<file path="config.mk">
export PLATFORM = sky130hd
export DESIGN_NAME = pc_sequencer
export DESIGN_NICKNAME = d
export VERILOG_FILES = /design/src/rtl/pc_pkg.sv /design/src/rtl/pc_step_adder.sv /design/src/rtl/pc_sequencer.sv
export SDC_FILE = /design/constraint.sdc
export NUM_CORES = 1
export LEC_CHECK = 0
export CAP_MARGIN = 15
export CELL_PAD_IN_SITES_DETAIL_PLACEMENT = 1
export CELL_PAD_IN_SITES_GLOBAL_PLACEMENT = 1
export CORE_AREA = 2 2 122 124
export CTS_BUF_LIST = sky130_fd_sc_hd__clkbuf_4
export DETAILED_ROUTE_END_ITERATION = 12
export DIE_AREA = 0 0 124 126
export PLACE_DENSITY_LB_ADDON = 0.1
export SYNTH_ARGS = -nofsm -noshare
export SYNTH_HDL_FRONTEND = slang
export SYNTH_SLANG_ARGS = --single-unit
</file>
<file path="constraint.sdc">
create_clock -name clk -period 2.9 [get_ports clk]
set_clock_uncertainty 0.2 [all_clocks]
set_input_delay 0.725 -clock clk [delete_from_list [all_inputs] [get_ports clk]]
set_output_delay 0.725 -clock clk [all_outputs]
set_load 0.1 [all_outputs]
</file>
<file path="src/rtl/pc_pkg.sv">
// Shared types and constants for the fetch-stage program-counter sequencer.
package pc_pkg;

  localparam int unsigned DEFAULT_ADDR_W = 32'd32;
  localparam int unsigned DEFAULT_STEP   = 32'd4;

  typedef enum logic [1:0] {
    BOOT      = 2'd0,
    RUN       = 2'd1,
    HOLD      = 2'd2,
    HOLD_PEND = 2'd3
  } pc_state_t;

  // Mask that clears the log2(step) low bits and every bit at or above addr_w.
  function automatic logic [63:0] align_mask(input int unsigned step, input int unsigned addr_w);
    logic [63:0] low_clear;
    logic [63:0] width_keep;
    low_clear  = ~(64'(step) - 64'd1);
    width_keep = (64'd1 << addr_w) - 64'd1;
    return low_clear & width_keep;
  endfunction

endpackage

</file>
<file path="src/rtl/pc_step_adder.sv">
// Parametrised pc incrementer: pc + STEP with the carry out discarded.
module pc_step_adder
  import pc_pkg::*;
#(
  parameter int unsigned ADDR_W = DEFAULT_ADDR_W,
  parameter int unsigned STEP   = DEFAULT_STEP
) (
  input  logic [ADDR_W-1:0] pc,
  output logic [ADDR_W-1:0] pc_next_seq
);

  localparam logic [ADDR_W-1:0] STEP_W = ADDR_W'(STEP);

  // Modular add; the all-ones page wraps silently to zero.
  assign pc_next_seq = pc + STEP_W;

endmodule

</file>
<file path="src/rtl/pc_sequencer.sv">
// Registered fetch program-counter sequencer with stall freeze and a one-entry redirect buffer.
// Optional macro PC_ALIGN_TRAP_EN: misaligned redirects trap to TRAP_VEC and raise sticky misalign_err.
module pc_sequencer
  import pc_pkg::*;
#(
  parameter int unsigned       ADDR_W    = DEFAULT_ADDR_W,
  parameter int unsigned       STEP      = DEFAULT_STEP,
  parameter logic [ADDR_W-1:0] RESET_VEC = ADDR_W'(32'h0000_0000)
`ifdef PC_ALIGN_TRAP_EN
  ,
  parameter logic [ADDR_W-1:0] TRAP_VEC  = ADDR_W'(32'h0000_0080)
`endif
) (
  input  logic              clk,
  input  logic              rst,
  input  logic              stall,
  input  logic              jump_valid,
  input  logic [ADDR_W-1:0] jump_target,
  input  logic              branch_valid,
  input  logic [ADDR_W-1:0] branch_target,
  output logic [ADDR_W-1:0] pc,
  output logic [ADDR_W-1:0] pc_next_seq,
  output logic              pc_valid
`ifdef PC_ALIGN_TRAP_EN
  ,
  output logic              misalign_err
`endif
);

  localparam logic [ADDR_W-1:0] ALIGN_MASK = ADDR_W'(align_mask(STEP, ADDR_W));

  pc_state_t         state;
  pc_state_t         state_next;
  logic [ADDR_W-1:0] pend_target;
  logic [ADDR_W-1:0] pend_next;
  logic [ADDR_W-1:0] pc_d;
  logic              pc_load;
  logic              load_redirect;
  logic [ADDR_W-1:0] redirect_sel;
  logic [ADDR_W-1:0] redirect_fixed;
  logic              live_valid;
  logic [ADDR_W-1:0] live_target;

  pc_step_adder #(
    .ADDR_W (ADDR_W),
    .STEP   (STEP)
  ) u_step_adder (
    .pc          (pc),
    .pc_next_seq (pc_next_seq)
  );

  // Jump outranks branch when both arrive together.
  assign live_valid  = jump_valid | branch_valid;
  assign live_target = jump_valid ? jump_target : branch_target;

  // Next-state, load-select and pending-buffer update.
  always_comb begin
    state_next    = state;
    pend_next     = pend_target;
    pc_load       = 1'b0;
    load_redirect = 1'b0;
    redirect_sel  = live_target;
    case (state)
      BOOT: begin
        state_next = RUN;
      end
      RUN, HOLD: begin
        if (!stall) begin
          pc_load       = 1'b1;
          load_redirect = live_valid;
          state_next    = RUN;
        end else if (live_valid) begin
          pend_next  = live_target;
          state_next = HOLD_PEND;
        end else begin
          state_next = HOLD;
        end
      end
      HOLD_PEND: begin
        if (!stall) begin
          pc_load       = 1'b1;
          load_redirect = 1'b1;
          redirect_sel  = live_valid ? live_target : pend_target;
          pend_next     = '0;
          state_next    = RUN;
        end else if (live_valid) begin
          pend_next = live_target;
        end else begin
          pend_next = pend_target;
        end
      end
      default: begin
        state_next = BOOT;
      end
    endcase
  end

`ifdef PC_ALIGN_TRAP_EN
  logic misaligned;
  assign misaligned     = |(redirect_sel & ~ALIGN_MASK);
  assign redirect_fixed = misaligned ? TRAP_VEC : redirect_sel;

  // Sticky alignment error, cleared only by reset.
  always_ff @(posedge clk or posedge rst) begin
    if (rst) begin
      misalign_err <= 1'b0;
    end else begin
      misalign_err <= misalign_err | (pc_load & load_redirect & misaligned);
    end
  end
`else
  assign redirect_fixed = redirect_sel & ALIGN_MASK;
`endif

  assign pc_d = pc_load ? (load_redirect ? redirect_fixed : pc_next_seq) : pc;

  // State, pc, valid flag and pending buffer registers.
  always_ff @(posedge clk or posedge rst) begin
    if (rst) begin
      state       <= BOOT;
      pc          <= RESET_VEC;
      pc_valid    <= 1'b0;
      pend_target <= '0;
    end else begin
      state       <= state_next;
      pc          <= pc_d;
      pc_valid    <= (state_next == RUN);
      pend_target <= pend_next;
    end
  end

endmodule

</file>
==> run_summary.xml <==
<?xml version="1.0" encoding="UTF-8"?>
<metrics>
  <group name="run_status">
    <metric name="run_status" unit="">finished, violations left</metric>
    <metric name="violations" unit="">negative setup slack</metric>
  </group>
  <group name="routing">
    <metric name="postRouteWirelength" unit="µm">20600</metric>
    <metric name="wire_length_per_cell_after_detailed_routing" unit="µm">21.4</metric>
    <metric name="drtIter0Drc" unit="">314</metric>
    <metric name="antenna_left" unit="">0</metric>
    <metric name="vias" unit="">5475</metric>
    <metric name="drc" unit="">0</metric>
    <metric name="drt-pass1-iter-count" unit="">5</metric>
    <metric name="route.detailed.vias_per_inst" unit="">5.68</metric>
  </group>
  <group name="logic_synthesis">
    <metric name="synthCells" unit="">571</metric>
    <metric name="yosys-top-cells-area" unit="">sky130_fd_sc_hd__dfrtp_1 34%, sky130_fd_sc_hd__nand2_1 5.2%, sky130_fd_sc_hd__mux2i_1 4.9%, sky130_fd_sc_hd__a21oi_1 4.4%, sky130_fd_sc_hd__xnor2_1 4.0%</metric>
    <metric name="synth-edff-count" unit="">0</metric>
    <metric name="synthDominantAreaCellType" unit="">sky130_fd_sc_hd__dfrtp_1</metric>
    <metric name="synth_simple_gate_area_share" unit="%">21.6</metric>
    <metric name="syn_area_per_cell" unit="µm²">8.15</metric>
    <metric name="synthArstFlopShare" unit="%">100</metric>
    <metric name="synthesized_area_fraction_occupied_by_ao_oa_aoi_and_oai_cells" unit="%">25.9</metric>
    <metric name="flops_latches_synth" unit="">63</metric>
    <metric name="largest_family_of_logic_cells_by_synthesized_area" unit="">compound AO/OA/AOI/OAI gates</metric>
    <metric name="yosysUniqueCellTypes" unit="">60</metric>
    <metric name="synth_largest_type_area_fraction" unit="%">33.9</metric>
    <metric name="synth-main-ff-cell" unit="">sky130_fd_sc_hd__dfrtp_1</metric>
    <metric name="synthMuxAreaShare" unit="%">6.16</metric>
    <metric name="synthXorXnorAreaFrac" unit="%">5.27</metric>
    <metric name="post_synth_fa_ha_maj_area_fraction" unit="%">1.08</metric>
    <metric name="mappedNetlistArea" unit="µm²">4650</metric>
    <metric name="ys_seq_area_share" unit="%">33.9</metric>
    <metric name="synth.yosys.warnings" unit="">0</metric>
  </group>
  <group name="clock_tree">
    <metric name="ctsRootBufferMaster" unit="">sky130_fd_sc_hd__clkbuf_4</metric>
    <metric name="tritoncts_sink_count" unit="">63</metric>
    <metric name="h_tree_lvl_count" unit="">3</metric>
    <metric name="cts.clk_slew.worst_paths" unit="ns">0.12</metric>
    <metric name="cts_buf_count" unit="">9</metric>
    <metric name="cts-hold-fix-buffers" unit="">0</metric>
    <metric name="clk_latency" unit="ns">0.46</metric>
    <metric name="max-clock-path-buffers" unit="">2</metric>
    <metric name="tritoncts" unit="">done</metric>
  </group>
  <group name="critical_path">
    <metric name="worst_ep_required_time" unit="ns">1.98</metric>
    <metric name="worstSetupPathType" unit="">flip-flop to output port</metric>
    <metric name="worstReg2RegStart" unit="">pc[16]</metric>
    <metric name="cpMostUsedCell" unit="">sky130_fd_sc_hd__buf_6</metric>
    <metric name="startpoint" unit="">pc[16]</metric>
    <metric name="timing.critical_path.slowest_stage_cell" unit="">sky130_fd_sc_hd__or4_4</metric>
    <metric name="data_arrival_time_of_the_worst_path" unit="ns">2.51</metric>
    <metric name="cp_cell_sequence" unit="">nand3_2 &gt; or4_4 &gt; buf_6 &gt; buf_6 &gt; nor4_2 &gt; buf_4 &gt; xor2_4 &gt; buf_12</metric>
    <metric name="critPathMaxFanout" unit="">4</metric>
    <metric name="timing.critical_path.to_type" unit="">output port</metric>
    <metric name="critical_path.max_stage_delay" unit="ns">0.60</metric>
    <metric name="critPathLaunchType" unit="">flip-flop</metric>
  </group>
  <group name="cells_and_area">
    <metric name="final_layout_size_suffix_gt1_share" unit="%">38.5</metric>
    <metric name="final.fill_count" unit="">1612</metric>
    <metric name="most_common_cell_after_layout_fill_and_taps_aside" unit="">sky130_fd_sc_hd__buf_4</metric>
    <metric name="storage_element_area" unit="µm²">1610</metric>
    <metric name="finish.instance_area" unit="µm²">8240</metric>
    <metric name="area_growth_from_synthesis_to_layout" unit="%">77.1</metric>
    <metric name="final_nets" unit="">847</metric>
    <metric name="final_cell_mix" unit="">116 x sky130_fd_sc_hd__buf_4, 62 x sky130_fd_sc_hd__clkdlybuf4s50_1, 56 x sky130_fd_sc_hd__nand2_1</metric>
    <metric name="multi_input_area" unit="µm²">3670</metric>
    <metric name="utilization" unit="%">57.6</metric>
  </group>
  <group name="global_routing">
    <metric name="grt_max_degree" unit="">100</metric>
    <metric name="grt_first_pass_wirelength" unit="µm">30400</metric>
    <metric name="first_global_vias" unit="">5435</metric>
    <metric name="initial_antenna_violation_count" unit="">1</metric>
    <metric name="gr-usage-all-layers" unit="%">25.4</metric>
    <metric name="grt_overflow" unit="">0</metric>
  </group>
  <group name="place">
    <metric name="place_hpwl" unit="µm">13800</metric>
    <metric name="gp_routability_congestion" unit="">0.895</metric>
    <metric name="placed_inst_area" unit="µm²">7390</metric>
    <metric name="number_of_port_buffers" unit="">125</metric>
  </group>
  <group name="sta">
    <metric name="fin_ws" unit="ns">-0.533</metric>
    <metric name="fmax" unit="GHz">0.291</metric>
    <metric name="final_hold_viol_count" unit="">0</metric>
    <metric name="worstMarginPinSlew" unit="ns">1.09</metric>
    <metric name="setup_violations" unit="">23</metric>
    <metric name="relSlewSlack" unit="%">26.6</metric>
    <metric name="rsz0062_at_grt" unit="">yes</metric>
    <metric name="maxSlewViolCount" unit="">0</metric>
    <metric name="post-route-min-period" unit="ns">3.43</metric>
    <metric name="fin_crit_sh" unit="%">118</metric>
  </group>
  <group name="worst_hold_path">
    <metric name="hold_crit_start" unit="">pend_target[16]</metric>
    <metric name="hold_path_class" unit="">flip-flop to flip-flop</metric>
  </group>
  <group name="floorplanning">
    <metric name="fp.dieH" unit="µm">126</metric>
    <metric name="io_pins" unit="">134</metric>
    <metric name="row_count" unit="">44</metric>
    <metric name="core-area" unit="µm²">14300</metric>
    <metric name="floorplan.initialDensity" unit="%">32.5</metric>
    <metric name="floorplan.die_area" unit="µm²">15600</metric>
    <metric name="die-width" unit="µm">124</metric>
  </group>
  <group name="run">
    <metric name="cap_viol_max_count" unit="">0</metric>
  </group>
</metrics>
[synth_stat cells, types with 5 or more instances]
cell / count
sky130_fd_sc_hd__a211oi_1: 21
sky130_fd_sc_hd__a21o_1: 7
sky130_fd_sc_hd__a21oi_1: 41
sky130_fd_sc_hd__a221o_1: 7
sky130_fd_sc_hd__a22o_1: 11
sky130_fd_sc_hd__a2bb2oi_1: 8
sky130_fd_sc_hd__and2_1: 5
sky130_fd_sc_hd__buf_1: 7
sky130_fd_sc_hd__clkbuf_1: 39
sky130_fd_sc_hd__dfrtp_1: 63
sky130_fd_sc_hd__inv_1: 15
sky130_fd_sc_hd__mux2_2: 5
sky130_fd_sc_hd__mux2i_1: 23
sky130_fd_sc_hd__nand2_1: 64
sky130_fd_sc_hd__nand3_1: 15
sky130_fd_sc_hd__nand4_1: 7
sky130_fd_sc_hd__nor2_1: 32
sky130_fd_sc_hd__nor2b_1: 26
sky130_fd_sc_hd__nor3_1: 14
sky130_fd_sc_hd__nor4_1: 12
sky130_fd_sc_hd__o21ai_0: 36
sky130_fd_sc_hd__o31ai_1: 11
sky130_fd_sc_hd__or4_1: 5
sky130_fd_sc_hd__xnor2_1: 21
sky130_fd_sc_hd__xor2_1: 7
[flip-flops by register name (all words and copies together), names as in the netlist]
register	cells
state	2
pc_valid	1
pend_target	30
pc	30
[metal layers]
metal | GRT usage [%] | wire (µm)
met1 | 35.8 | 9090
met2 | 40.4 | 10100
met3 | 3.17 | 1130
met4 | 7.87 | 357
met5 | 0 | 0
[kinds of logic (layout without fill, tap and decap cells)]
family | Yosys count | count (layout)
other | 1 | 5
multiplexers | 28 | 28
adder cells (fa/ha/maj) | 4 | 4
flip-flops | 63 | 63
XOR/XNOR | 28 | 28
AND/OR/NAND/NOR | 200 | 200
buffers and inverters | 69 | 274
AO/OA/AOI/OAI | 178 | 178
[repair_timing]
item / CTS / global route
pin swaps: 24 / 26
endpoints found under the setup margin: 24 / 24
setup buffers: 35 / 22
endpoints found under the hold margin: 0 / 0
resized for setup: 38 / 29
[final timing paths]
kind	to	slack [ns]	depth (start not counted)
hold / removal	pend_target[16]	0.29	2
max in group asynchronous	pc[20]	1.72	3
setup reg to reg	pc[28]	0.33	10
hold reg to reg	pend_target[16]	0.29	2
setup / recovery	pc_next_seq[28]	-0.53	8
min in group asynchronous	pc[28]	0.42	3
[worst max-delay path, delay by kind of cell, from the launching register on]
| kind | cells | cell delay (ns) |
|---|---|---|
| DFF | 1 | 0.39 |
| and+or+nand+nor | 3 | 0.84 |
| buffers and inverters | 4 | 0.66 |
| xor gates and xnor gates | 1 | 0.16 |
[stage by stage]
step	setup WS, ns	std cells	setup TNS (ns)	hold slack (ns)
final	-0.533	964	-5.81	0.295
after global routing	-0.598	964	-7.62	0.326
after global placement	-0.0960	896	-0.394	0.261
after CTS	-0.535	947	-5.12	0.298
after detailed placement	-0.108	896	-0.472	0.273
after floorplan	-0.838	574	-9.87	0.249
[cell type report]
cell class / instances / area share, %
antenna: 1 / 0.0304
timing repair buffer: 243 / 31.0
sequential: 63 / 19.5
tap: 184 / 2.79
clock buffer: 10 / 0.911
multi-input combinational: 442 / 44.5
clock inverter: 6 / 0.622
inverter: 15 / 0.729
Power is left out: the tool's default activity adds up to more than one toggle a clock period on the data nets, which glitch-free logic cannot reach.
